===== src/rtl/event_watcher_if.sv =====
// event_watcher_if: raw channel inputs, sequencer control and monitor status.
// master drives channels/control, slave is the watcher.
interface event_watcher_if #(
    parameter int CH    = 4,
    parameter int CNT_W = 8
) ();
    localparam int SW = $clog2(CH);

    logic [CH-1:0]       sig_i;
    logic [2*CH-1:0]     mode_i;
    logic                clr_i;
    logic                arm_i;
    logic [3*SW-1:0]     sel_i;
    logic [CH-1:0]       evt_o;
    logic [CH*CNT_W-1:0] cnt_o;
    logic                busy_o;
    logic [1:0]          state_o;
    logic                trig_o;
    logic                tmo_o;

    modport master (
        output sig_i, mode_i, clr_i, arm_i, sel_i,
        input  evt_o, cnt_o, busy_o, state_o, trig_o, tmo_o
    );

    modport slave (
        input  sig_i, mode_i, clr_i, arm_i, sel_i,
        output evt_o, cnt_o, busy_o, state_o, trig_o, tmo_o
    );
endinterface


===== src/rtl/event_watcher.sv =====
// event_watcher: per-channel sync + edge/level detect with saturating counters,
// and a level -> rising edge -> event trigger sequencer with optional timeout.
module event_watcher #(
    parameter int CH    = 4,
    parameter int CNT_W = 8,
    parameter bit SYNC  = 1'b1,
    parameter int TMO   = 0
) (
    input logic            clk,
    input logic            rst_n,
    event_watcher_if.slave bus
);
    localparam int SW = $clog2(CH);
    localparam int TW = (TMO > 1) ? $clog2(TMO) : 1;
    localparam logic [TW-1:0] TLAST = TW'((TMO > 0) ? TMO - 1 : 0);
    localparam logic [CNT_W-1:0] CMAX = '1;

    typedef enum logic [1:0] {
        IDLE      = 2'd0,
        WAIT_LVL  = 2'd1,
        WAIT_EDGE = 2'd2,
        WAIT_EVT  = 2'd3
    } state_t;

    logic [CH-1:0]       s;
    logic [CH-1:0]       prev;
    logic [CH-1:0]       evt;
    logic [CH*CNT_W-1:0] cnt_q;
    state_t              state;
    state_t              nxt;
    logic [SW-1:0]       sel_a;
    logic [SW-1:0]       sel_b;
    logic [SW-1:0]       sel_c;
    logic [TW-1:0]       timer;
    logic                cond;
    logic                fire;
    logic                abort;
    logic                trig_q;
    logic                tmo_q;

    generate
        if (SYNC) begin : g_sync
            logic [CH-1:0] meta;
            always_ff @(posedge clk or negedge rst_n) begin
                if (!rst_n) begin
                    meta <= '0;
                    s    <= '0;
                end else begin
                    meta <= bus.sig_i;
                    s    <= meta;
                end
            end
        end else begin : g_direct
            always_ff @(posedge clk or negedge rst_n) begin
                if (!rst_n) s <= '0;
                else        s <= bus.sig_i;
            end
        end
    endgenerate

    always_ff @(posedge clk or negedge rst_n) begin
        if (!rst_n) prev <= '0;
        else        prev <= s;
    end

    always_comb begin
        evt = '0;
        for (int i = 0; i < CH; i++) begin
            case (bus.mode_i[2*i +: 2])
                2'b00:   evt[i] = s[i];
                2'b01:   evt[i] = s[i] & ~prev[i];
                2'b10:   evt[i] = ~s[i] & prev[i];
                default: evt[i] = s[i] ^ prev[i];
            endcase
        end
    end

    // Clear has priority; saturated counters hold at all-ones.
    always_ff @(posedge clk or negedge rst_n) begin
        if (!rst_n) begin
            cnt_q <= '0;
        end else if (bus.clr_i) begin
            cnt_q <= '0;
        end else begin
            for (int i = 0; i < CH; i++) begin
                if (evt[i] && cnt_q[i*CNT_W +: CNT_W] != CMAX)
                    cnt_q[i*CNT_W +: CNT_W] <= cnt_q[i*CNT_W +: CNT_W] + 1'b1;
            end
        end
    end

    always_comb begin
        cond = 1'b0;
        case (state)
            WAIT_LVL:  cond = s[sel_a];
            WAIT_EDGE: cond = s[sel_b] & ~prev[sel_b];
            WAIT_EVT:  cond = evt[sel_c];
            default:   cond = 1'b0;
        endcase
    end

    // Re-arm beats everything; a true condition beats the timeout.
    always_comb begin
        nxt   = state;
        fire  = 1'b0;
        abort = 1'b0;
        if (bus.arm_i) begin
            nxt = WAIT_LVL;
        end else if (state != IDLE) begin
            if (cond) begin
                case (state)
                    WAIT_LVL:  nxt = WAIT_EDGE;
                    WAIT_EDGE: nxt = WAIT_EVT;
                    default: begin
                        nxt  = IDLE;
                        fire = 1'b1;
                    end
                endcase
            end else if (TMO > 0 && timer == TLAST) begin
                nxt   = IDLE;
                abort = 1'b1;
            end
        end
    end

    always_ff @(posedge clk or negedge rst_n) begin
        if (!rst_n) begin
            state  <= IDLE;
            sel_a  <= '0;
            sel_b  <= '0;
            sel_c  <= '0;
            timer  <= '0;
            trig_q <= 1'b0;
            tmo_q  <= 1'b0;
        end else begin
            state  <= nxt;
            trig_q <= fire;
            tmo_q  <= abort;
            if (bus.arm_i) begin
                sel_a <= bus.sel_i[SW-1:0];
                sel_b <= bus.sel_i[2*SW-1:SW];
                sel_c <= bus.sel_i[3*SW-1:2*SW];
            end
            if (bus.arm_i || nxt != state || state == IDLE)
                timer <= '0;
            else
                timer <= timer + 1'b1;
        end
    end

    assign bus.evt_o   = evt;
    assign bus.cnt_o   = cnt_q;
    assign bus.busy_o  = (state != IDLE);
    assign bus.state_o = state;
    assign bus.trig_o  = trig_q;
    assign bus.tmo_o   = tmo_q;
endmodule

===== src/flat_wrapper.sv =====
// flat-port wrapper written by rule: the top's interface ports become plain ports
module event_watcher_flat 
#(
    parameter int CH    = 4,
    parameter int CNT_W = 8,
    parameter bit SYNC  = 1'b1,
    parameter int TMO   = 0
)
  (clk, rst_n, bus_sig_i, bus_mode_i, bus_clr_i, bus_arm_i, bus_sel_i, bus_evt_o, bus_cnt_o, bus_busy_o, bus_state_o, bus_trig_o, bus_tmo_o);
  event_watcher_if #(.CH(CH), .CNT_W(CNT_W)) bus_i ();
  input logic clk;
  input logic rst_n;
  input wire logic [$bits(bus_i.sig_i)-1:0] bus_sig_i;
  input wire logic [$bits(bus_i.mode_i)-1:0] bus_mode_i;
  input wire logic [$bits(bus_i.clr_i)-1:0] bus_clr_i;
  input wire logic [$bits(bus_i.arm_i)-1:0] bus_arm_i;
  input wire logic [$bits(bus_i.sel_i)-1:0] bus_sel_i;
  output wire logic [$bits(bus_i.evt_o)-1:0] bus_evt_o;
  output wire logic [$bits(bus_i.cnt_o)-1:0] bus_cnt_o;
  output wire logic [$bits(bus_i.busy_o)-1:0] bus_busy_o;
  output wire logic [$bits(bus_i.state_o)-1:0] bus_state_o;
  output wire logic [$bits(bus_i.trig_o)-1:0] bus_trig_o;
  output wire logic [$bits(bus_i.tmo_o)-1:0] bus_tmo_o;
  assign bus_i.sig_i = bus_sig_i;
  assign bus_i.mode_i = bus_mode_i;
  assign bus_i.clr_i = bus_clr_i;
  assign bus_i.arm_i = bus_arm_i;
  assign bus_i.sel_i = bus_sel_i;
  assign bus_evt_o = bus_i.evt_o;
  assign bus_cnt_o = bus_i.cnt_o;
  assign bus_busy_o = bus_i.busy_o;
  assign bus_state_o = bus_i.state_o;
  assign bus_trig_o = bus_i.trig_o;
  assign bus_tmo_o = bus_i.tmo_o;
  event_watcher #(.CH(CH), .CNT_W(CNT_W), .SYNC(SYNC), .TMO(TMO)) u_core (.clk(clk), .rst_n(rst_n), .bus(bus_i));
endmodule

===== config.mk =====
export PLATFORM = sky130hd
export DESIGN_NAME = event_watcher_flat
export DESIGN_NICKNAME = d
export VERILOG_FILES = /design/src/rtl/event_watcher_if.sv /design/src/rtl/event_watcher.sv /design/src/flat_wrapper.sv
export SDC_FILE = /design/constraint.sdc
export NUM_CORES = 1
export LEC_CHECK = 0
export CAP_MARGIN = 25
export CORE_MARGIN = 2
export CORE_UTILIZATION = 38
export CTS_CLUSTER_DIAMETER = 60
export DETAILED_ROUTE_END_ITERATION = 10
export HOLD_SLACK_MARGIN = 0.12
export PLACE_DENSITY_LB_ADDON = 0.1
export SLEW_MARGIN = 20
export SYNTH_ARGS = -nofsm -noshare
export SYNTH_HDL_FRONTEND = slang
export SYNTH_SLANG_ARGS = --single-unit
export TNS_END_PERCENT = 1

===== constraint.sdc =====
create_clock -name clk -period 1.9 [get_ports clk]
set_clock_uncertainty 0.15 [all_clocks]
set_input_delay 0.19 -clock clk [delete_from_list [all_inputs] [get_ports clk]]
set_output_delay 0.19 -clock clk [all_outputs]
set_load 0.05 [all_outputs]

Word level (Yosys, flattened, before mapping)
Index checks and enable logic that the tools add are counted.
{"block": "totals", "ff_bits": 53, "inputBits": 22, "out_inout_bits": 41, "word_cells": 99}
{"block": "classes", "add_sub_neg": 4, "n_lt_le_gt_ge": 3, "eq_ne": 15, "n_mux": 26, "bitwise_logic": 22, "n_reduce_logical": 17}
{"cell": "8-bit by 1-bit adder with 8-bit output, second input constant", "n": 4}
{"cell": "32-bit 2-to-1 mux", "n": 1}
{"cell": "8-bit 2-to-1 mux", "n": 4}
{"cell": "8-bit != test, second input constant", "n": 4}
{"cell": "1-bit one-hot mux with 3 select lines", "n": 5}
{"cell": "2-bit nonzero test", "n": 7}
{"cell": "2-bit equality test, second input constant", "n": 6}
{"cell": "2-bit by 1-bit equality test with 1-bit output, second input constant", "n": 5}
{"cell": "1-bit bitwise AND", "n": 9}
{"cell": "2-bit by 3-bit less-than comparator with 1-bit output, second input constant", "n": 3}
{"cell": "1-bit NOT", "n": 9}
{"cell": "1-bit binary-select mux with 2-bit select", "n": 4}
{"cell": "2-bit zero test", "n": 4}
{"cell": "1-bit 2-to-1 mux", "n": 8}
{"cell": "2-bit 2-to-1 mux", "n": 3}
{"cell": "1-bit logical AND", "n": 4}
{"cell": "2-bit one-hot mux with 2 select lines", "n": 1}
{"cell": "1-bit bitwise XOR", "n": 4}
{"cell": "2-bit AND reduction", "n": 1}
{"cell": "2-bit OR reduction", "n": 1}

Longest topological paths before layout
{"block": "depth", "ltp_word": 9, "mapped_depth": 7, "mapped_depth_nobuf": 7}

Worst setup path before layout
No wires, ideal clock.
{"block": "synth_path", "path_type": "reg-to-reg", "from": "reg u_core.s[3]", "to": "reg u_core.cnt_q[29] (netlist: u_core.bus.cnt_o[29])", "setup_time_ps": 132, "arrival_time_ps": 1819, "required_ps": 1618, "slack_ps": -201, "stages_incl_launch_ff": 7, "n_path_buf": 0, "synth_period_minus_slack_ps": 2101, "cell_sequence": "dfrtp_1 ha_1 inv_1 mux4_2 and4bb_1 xnor2_1 nor2_1"}
{"block": "synth_between", "elab_chain_cells": 5, "word_cells_on_any_way": 7, "classes_between": "mux: 1; bitwise: 4; reduce/logical: 2"}
{"item": "start: declaration", "line": "event_watcher.sv:25", "rtl": "logic [CH-1:0] s;"}
{"item": "start signal: assignment", "line": "event_watcher.sv:50", "rtl": "s <= meta;"}
{"item": "1-bit NOT", "line": "event_watcher.sv:72", "rtl": "2'b10: evt[i] = ~s[i] & prev[i];"}
{"item": "1-bit bitwise AND", "line": "event_watcher.sv:72"}
{"item": "1-bit one-hot mux with 3 select lines *", "line": "event_watcher.sv:69", "rtl": "case (bus.mode_i[2*i +: 2])"}
{"item": "net bus_evt_o[3]", "line": "flat_wrapper.sv:18", "rtl": "output wire logic [$bits(bus_i.evt_o)-1:0] bus_evt_o;"}
{"item": "1-bit logical AND *", "line": "event_watcher.sv:86", "rtl": "if (evt[i] && cnt_q[i*CNT_W +: CNT_W] != CMAX)"}
{"item": "2-bit nonzero test (no source line) *"}
{"item": "end signal: indexed assignment", "line": "event_watcher.sv:87", "rtl": "cnt_q[i*CNT_W +: CNT_W] <= cnt_q[i*CNT_W +: CNT_W] + 1'b1;"}
{"item": "end: declaration", "line": "event_watcher.sv:28", "rtl": "logic [CH*CNT_W-1:0] cnt_q;"}
Mark *: on every way through the listed nets, which the timed path passes. The rest lies on a longest branch.
A chain may end at the register's enable or synchronous reset.

Worst setup path after layout
{"block": "layout_path", "from": "reg u_core.s[1]", "to": "out bus_evt_o[1]"}
{"block": "layout_between", "elab_chain_cells": 3, "word_cells_on_any_way": 5, "classes_between": "mux: 1; bitwise: 4"}
{"item": "1-bit NOT", "line": "event_watcher.sv:72"}
{"item": "1-bit bitwise AND", "line": "event_watcher.sv:72"}
{"item": "1-bit one-hot mux with 3 select lines *", "line": "event_watcher.sv:69"}
{"item": "end: declaration", "line": "flat_wrapper.sv:18"}
Mark *: on every way between the ends. The rest lies on a longest branch, timed or not.

==> qor_table.md <==
| Parameter | Reported | Unit |
| --- | --- | --- |
| Run status | finished, violations left | - |
| Violations in the final reports | setup timing | - |
| Leading cell type in the layout, fill and taps excluded | sky130_fd_sc_hd__dfrtp_1 | - |
| Highest-count cells in the layout ignoring fill and taps | 51 x sky130_fd_sc_hd__dfrtp_1, 48 x sky130_fd_sc_hd__buf_4, 36 x sky130_fd_sc_hd__nor2_1, 24 x sky130_fd_sc_hd__clkdlybuf4s50_1, 21 x sky130_fd_sc_hd__xor2_1 | - |
| Congestion Overflow GR | 0 | - |
| Post-Syn Area per Cell | 10.9 | um2 |
| Origin of the critical flop-to-flop path | u_core.s[1]$_DFF_PN0_ | - |
| Number of clock buffers inserted by TritonCTS | 5 | - |
| Post-DR wirelength/cell | 13.1 | um |
| FF-to-FF path depth | 8 | - |
| Critical path's slowest cell | sky130_fd_sc_hd__mux4_2 | - |
| Floorplan core area | 7250 | um2 |
| Overall Power | 0.00297 | W |
| P_sw | 0.00103 | W |
| Nets in the synthesized netlist | 299 | - |
| Share of synthesized area spent on multiplexers | 9.85 | % |
| Total inserted antenna cells | 0 | - |
| First-pass detailed-route iteration total | 4 | - |
| Detailed-route via count | 2223 | - |
| Total number of clock tree sinks | 53 | - |
| Placement-stage worst setup slack | -0.333 | ns |
| Number of levels the H-tree was split into | 2 | - |
| Total number of placement rows | 31 | - |
| Vias in the first global route | 2149 | - |
| Fraction of power spent switching nets | 34.6 | % |
| Areal power density over the cells | 743 | nW/um2 |
| Clock input transition at the sequential cells of the worst setup and hold paths | 0.09 | ns |
| Fmax | 0.459 | GHz |
| Post-detailed-placement half-perimeter wirelength | 4.33 | mm |
| Synth Register Bits | 53 | - |
| Total Wirelength | 5.98 | mm |
| First-pass GRT wire length | 10.1 | mm |
| Number of I/O pins | 63 | - |
| Worst min-delay path class | in2reg | - |
| Number of nets in the final layout | 394 | - |
| IO Port Bufs | 61 | - |
| Max Transition Viols Final | 0 | - |
| Vias/cell | 4.89 | - |
| Largest stage delay on the critical path | 0.50 | ns |
| Static leakage | 1.95 | nW |
| Reg-to-reg endpoint | u_core.bus.cnt_o[13]$_DFFE_PN0P_ | - |
| CTS tree | built | - |
| Crit path launch | u_core.s[1]$_DFF_PN0_ | - |
| Post-detailed-route DRC marker count | 0 | - |
| Die boundary width | 90.5 | um |
| Critical path required time | 1.56 | ns |
| Chip height | 90.5 | um |
| Drt first-iter violations | 28 | - |
| Initial cell density of the core | 39.2 | % |
| Total internal power | 0.00194 | W |
| CP cell instances | ha_4, inv_2, mux4_2, buf_6, buf_8 | - |
| Share of final-layout standard cells stronger than drive strength 1 | 28.9 | % |
| Maximum number of pins on one net before global-route repair | 33 | - |
| Cell taking the most area after synthesis | sky130_fd_sc_hd__dfrtp_1 | - |
| Startpoint of the tightest hold check path | bus_sig_i[3] | - |
| Number of antenna violations at the first check in global routing | 0 | - |
| Synthesis-to-layout area growth | 40.5 | % |
| Count of endpoints failing setup in the final report | 39 | - |
| Floorplan die area | 8200 | um2 |
| Setup slack after layout | -0.280 | ns |
| XOR/XNOR share of the synthesized area | 8.31 | % |
| Worst Setup Start Kind | flop | - |
| Compound-cell area share of the yosys netlist | 6.29 | % |
| Routability Congestion | 0.805 | - |
| Relative max-transition margin | 66.1 | % |
| Overall routing resource usage | 15.2 | % |
| Ys Warns | 0 | - |
| IR Drop Worst-Case VDD | 0.000361 | V |
| Share of the yosys chip area belonging to registers | 46.6 | % |
| Unrepaired setup endpoints after global routing | true | - |
| Main combinational cell family by area after synthesis | simple AND/OR/NAND/NOR gates | - |
| Inst Count DP | 437 | - |
| Gate Count Post-Synth | 260 | - |
| Critical path class | reg2out | - |
| Hold Vio Cnt, Final | 0 | - |
| Logic gate share of total power | 36.4 | % |
| Dominant cells by area after synthesis | sky130_fd_sc_hd__dfrtp_1 47%, sky130_fd_sc_hd__ha_1 7.5%, sky130_fd_sc_hd__xor2_1 6.5% | - |
| Setup_tns | -4.74 | ns |
| CP Data Arrival Time | 1.84 | ns |
| Simple-Gate Fraction of Synth Area | 18.0 | % |
| Post-synthesis cell type count | 42 | - |
| Sequential group share of total power | 42.8 | % |
| Period minus WS final | 2.18 | ns |
| Largest fanout of any net on the critical path | 4 | - |
| Post-route ant nets | 0 | - |
| Proportion of power drawn by the clock network | 20.8 | % |
| Synth top area share | 46.6 | % |
| Clock root buffer | sky130_fd_sc_hd__clkbuf_8 | - |
| Largest buffer count on any clock path | 2 | - |
| Number of max-cap violations | 0 | - |
| FF-to-FF setup slack | -0.26 | ns |
| Summed instance area of the synthesized netlist | 2850 | um2 |
| Critical Path End | bus_evt_o[1] | - |
| Filler-free cell count of the finished design | 455 | - |
| Insertion delay to the later sink of the worst-skew pair | 0.30 | ns |
| Utilization after layout | 55.1 | % |
| Share of the clock period used by the worst path after layout | 115 | % |
| Kind of capture point of the worst setup path | primary output | - |
| Slew @ Worst Pin | 0.507 | ns |
| Post-synthesis adder-cell area fraction | 7.48 | % |
## critical path, delay by kind of cell, from the launching register on
| family | cells | cell delay, ns |
|---|---|---|
| adder cells (fa/ha/maj) | 1 | 0.28 |
| multiplexers | 1 | 0.50 |
| buffers and inverters | 3 | 0.30 |
| flip-flops | 1 | 0.45 |
## layout make-up
type | instances | area (um2)
fillers | 662 | 3260
multi-input cells | 183 | 1520
flip-flops and latches | 53 | 1330
repair buffers | 94 | 875
well taps | 99 | 124
clock buffers | 6 | 72.6
inverters | 18 | 67.6
clock inverters | 2 | 10.0
## registers in the layout (all words and copies together), names as in the netlist
| register | cells |
|---|---|
| u_core.sel_c | 2 |
| u_core.bus.cnt_o | 32 |
| u_core.bus.state_o | 2 |
| u_core.sel_a | 2 |
| u_core.s | 4 |
| u_core.g_sync.meta | 4 |
| u_core.sel_b | 2 |
| u_core.prev | 4 |
| u_core.bus.trig_o | 1 |
## power groups by stage
| stage | sequential [W] | clock, W | combinational, W |
|---|---|---|---|
| 5_1_grt | 0.00128 | 0.000698 | 0.00117 |
| 2_1_floorplan | 0.00146 | 0 | 0.000446 |
| 3_3_place_gp | 0.00129 | 0 | 0.00100 |
| 3_5_place_dp | 0.00129 | 0 | 0.00101 |
| 4_1_cts | 0.00127 | 0.000649 | 0.00107 |
| 6_report | 0.00127 | 0.000619 | 0.00108 |
## per-layer routing
layer | track usage (%) | share of wire (%)
met5 | 0 | 0
met4 | 4.62 | 1.6
met3 | 3.76 | 4.6
met2 | 24.1 | 45
met1 | 20.5 | 48
## worst min path at each step
stage                                             to  slack (ns)  cells past startpoint
global route         u_core.g_sync.meta[3]$_DFF_PN0_        0.15                      1
finish               u_core.g_sync.meta[3]$_DFF_PN0_        0.17                      1
detailed placement  u_core.bus.cnt_o[26]$_DFFE_PN0P_        0.01                      1
global placement    u_core.bus.cnt_o[26]$_DFFE_PN0P_       0.003                      1
CTS                  u_core.g_sync.meta[3]$_DFF_PN0_        0.16                      1
floorplan            u_core.bus.cnt_o[0]$_DFFE_PN0P_       -0.26                      0
## repair_timing
action | CTS | global route
hold buffers | 1 | 0
buffers inserted | 9 | 0
endpoints found under the setup margin | 39 | 48
gates cloned | 0 | 0
resized for setup | 14 | 28
hold endpoints to repair | 53 | 0
pin swaps | 14 | 5
## cell usage after synthesis, drive strengths merged
library cell	n
o211ai	3
a2111oi	2
and3	3
nor3	2
nand3b	2
o21ai	2
xor2	21
nor2	36
a311o	1
a21oi	3
nand4bb	1
and4bb	2
nand2b	6
xnor2	6
nor4b	2
or3	1
dfrtp	53
o21a	3
clkbuf	4
o41ai	2
mux2	6
nand3	8
mux4	5
mux2i	10
nand4	13
nor4bb	1
conb	1
a41oi	3
nand2	10
ha	17
nor3b	4
and2	4
inv	18
a32oi	1
o311ai	2
buf	2
## kinds of logic after synthesis
logic type      count (synthesis)
mux                            21
simple gates                   95
flops                          53
other cells                     1
fa+ha+maj                      17
buf+inv                        24
compound gates                 22
xor+xnor                       27
## through the flow
stage          instance area (um2)  hold slack [ns]
2_1_floorplan                 2850           -0.256
3_3_place_gp                  3680          0.00292
3_5_place_dp                  3680           0.0103
4_1_cts                       3900            0.157
5_1_grt                       4000            0.152
6_report                      4000            0.167
Power figures use the tool's default switching activity.
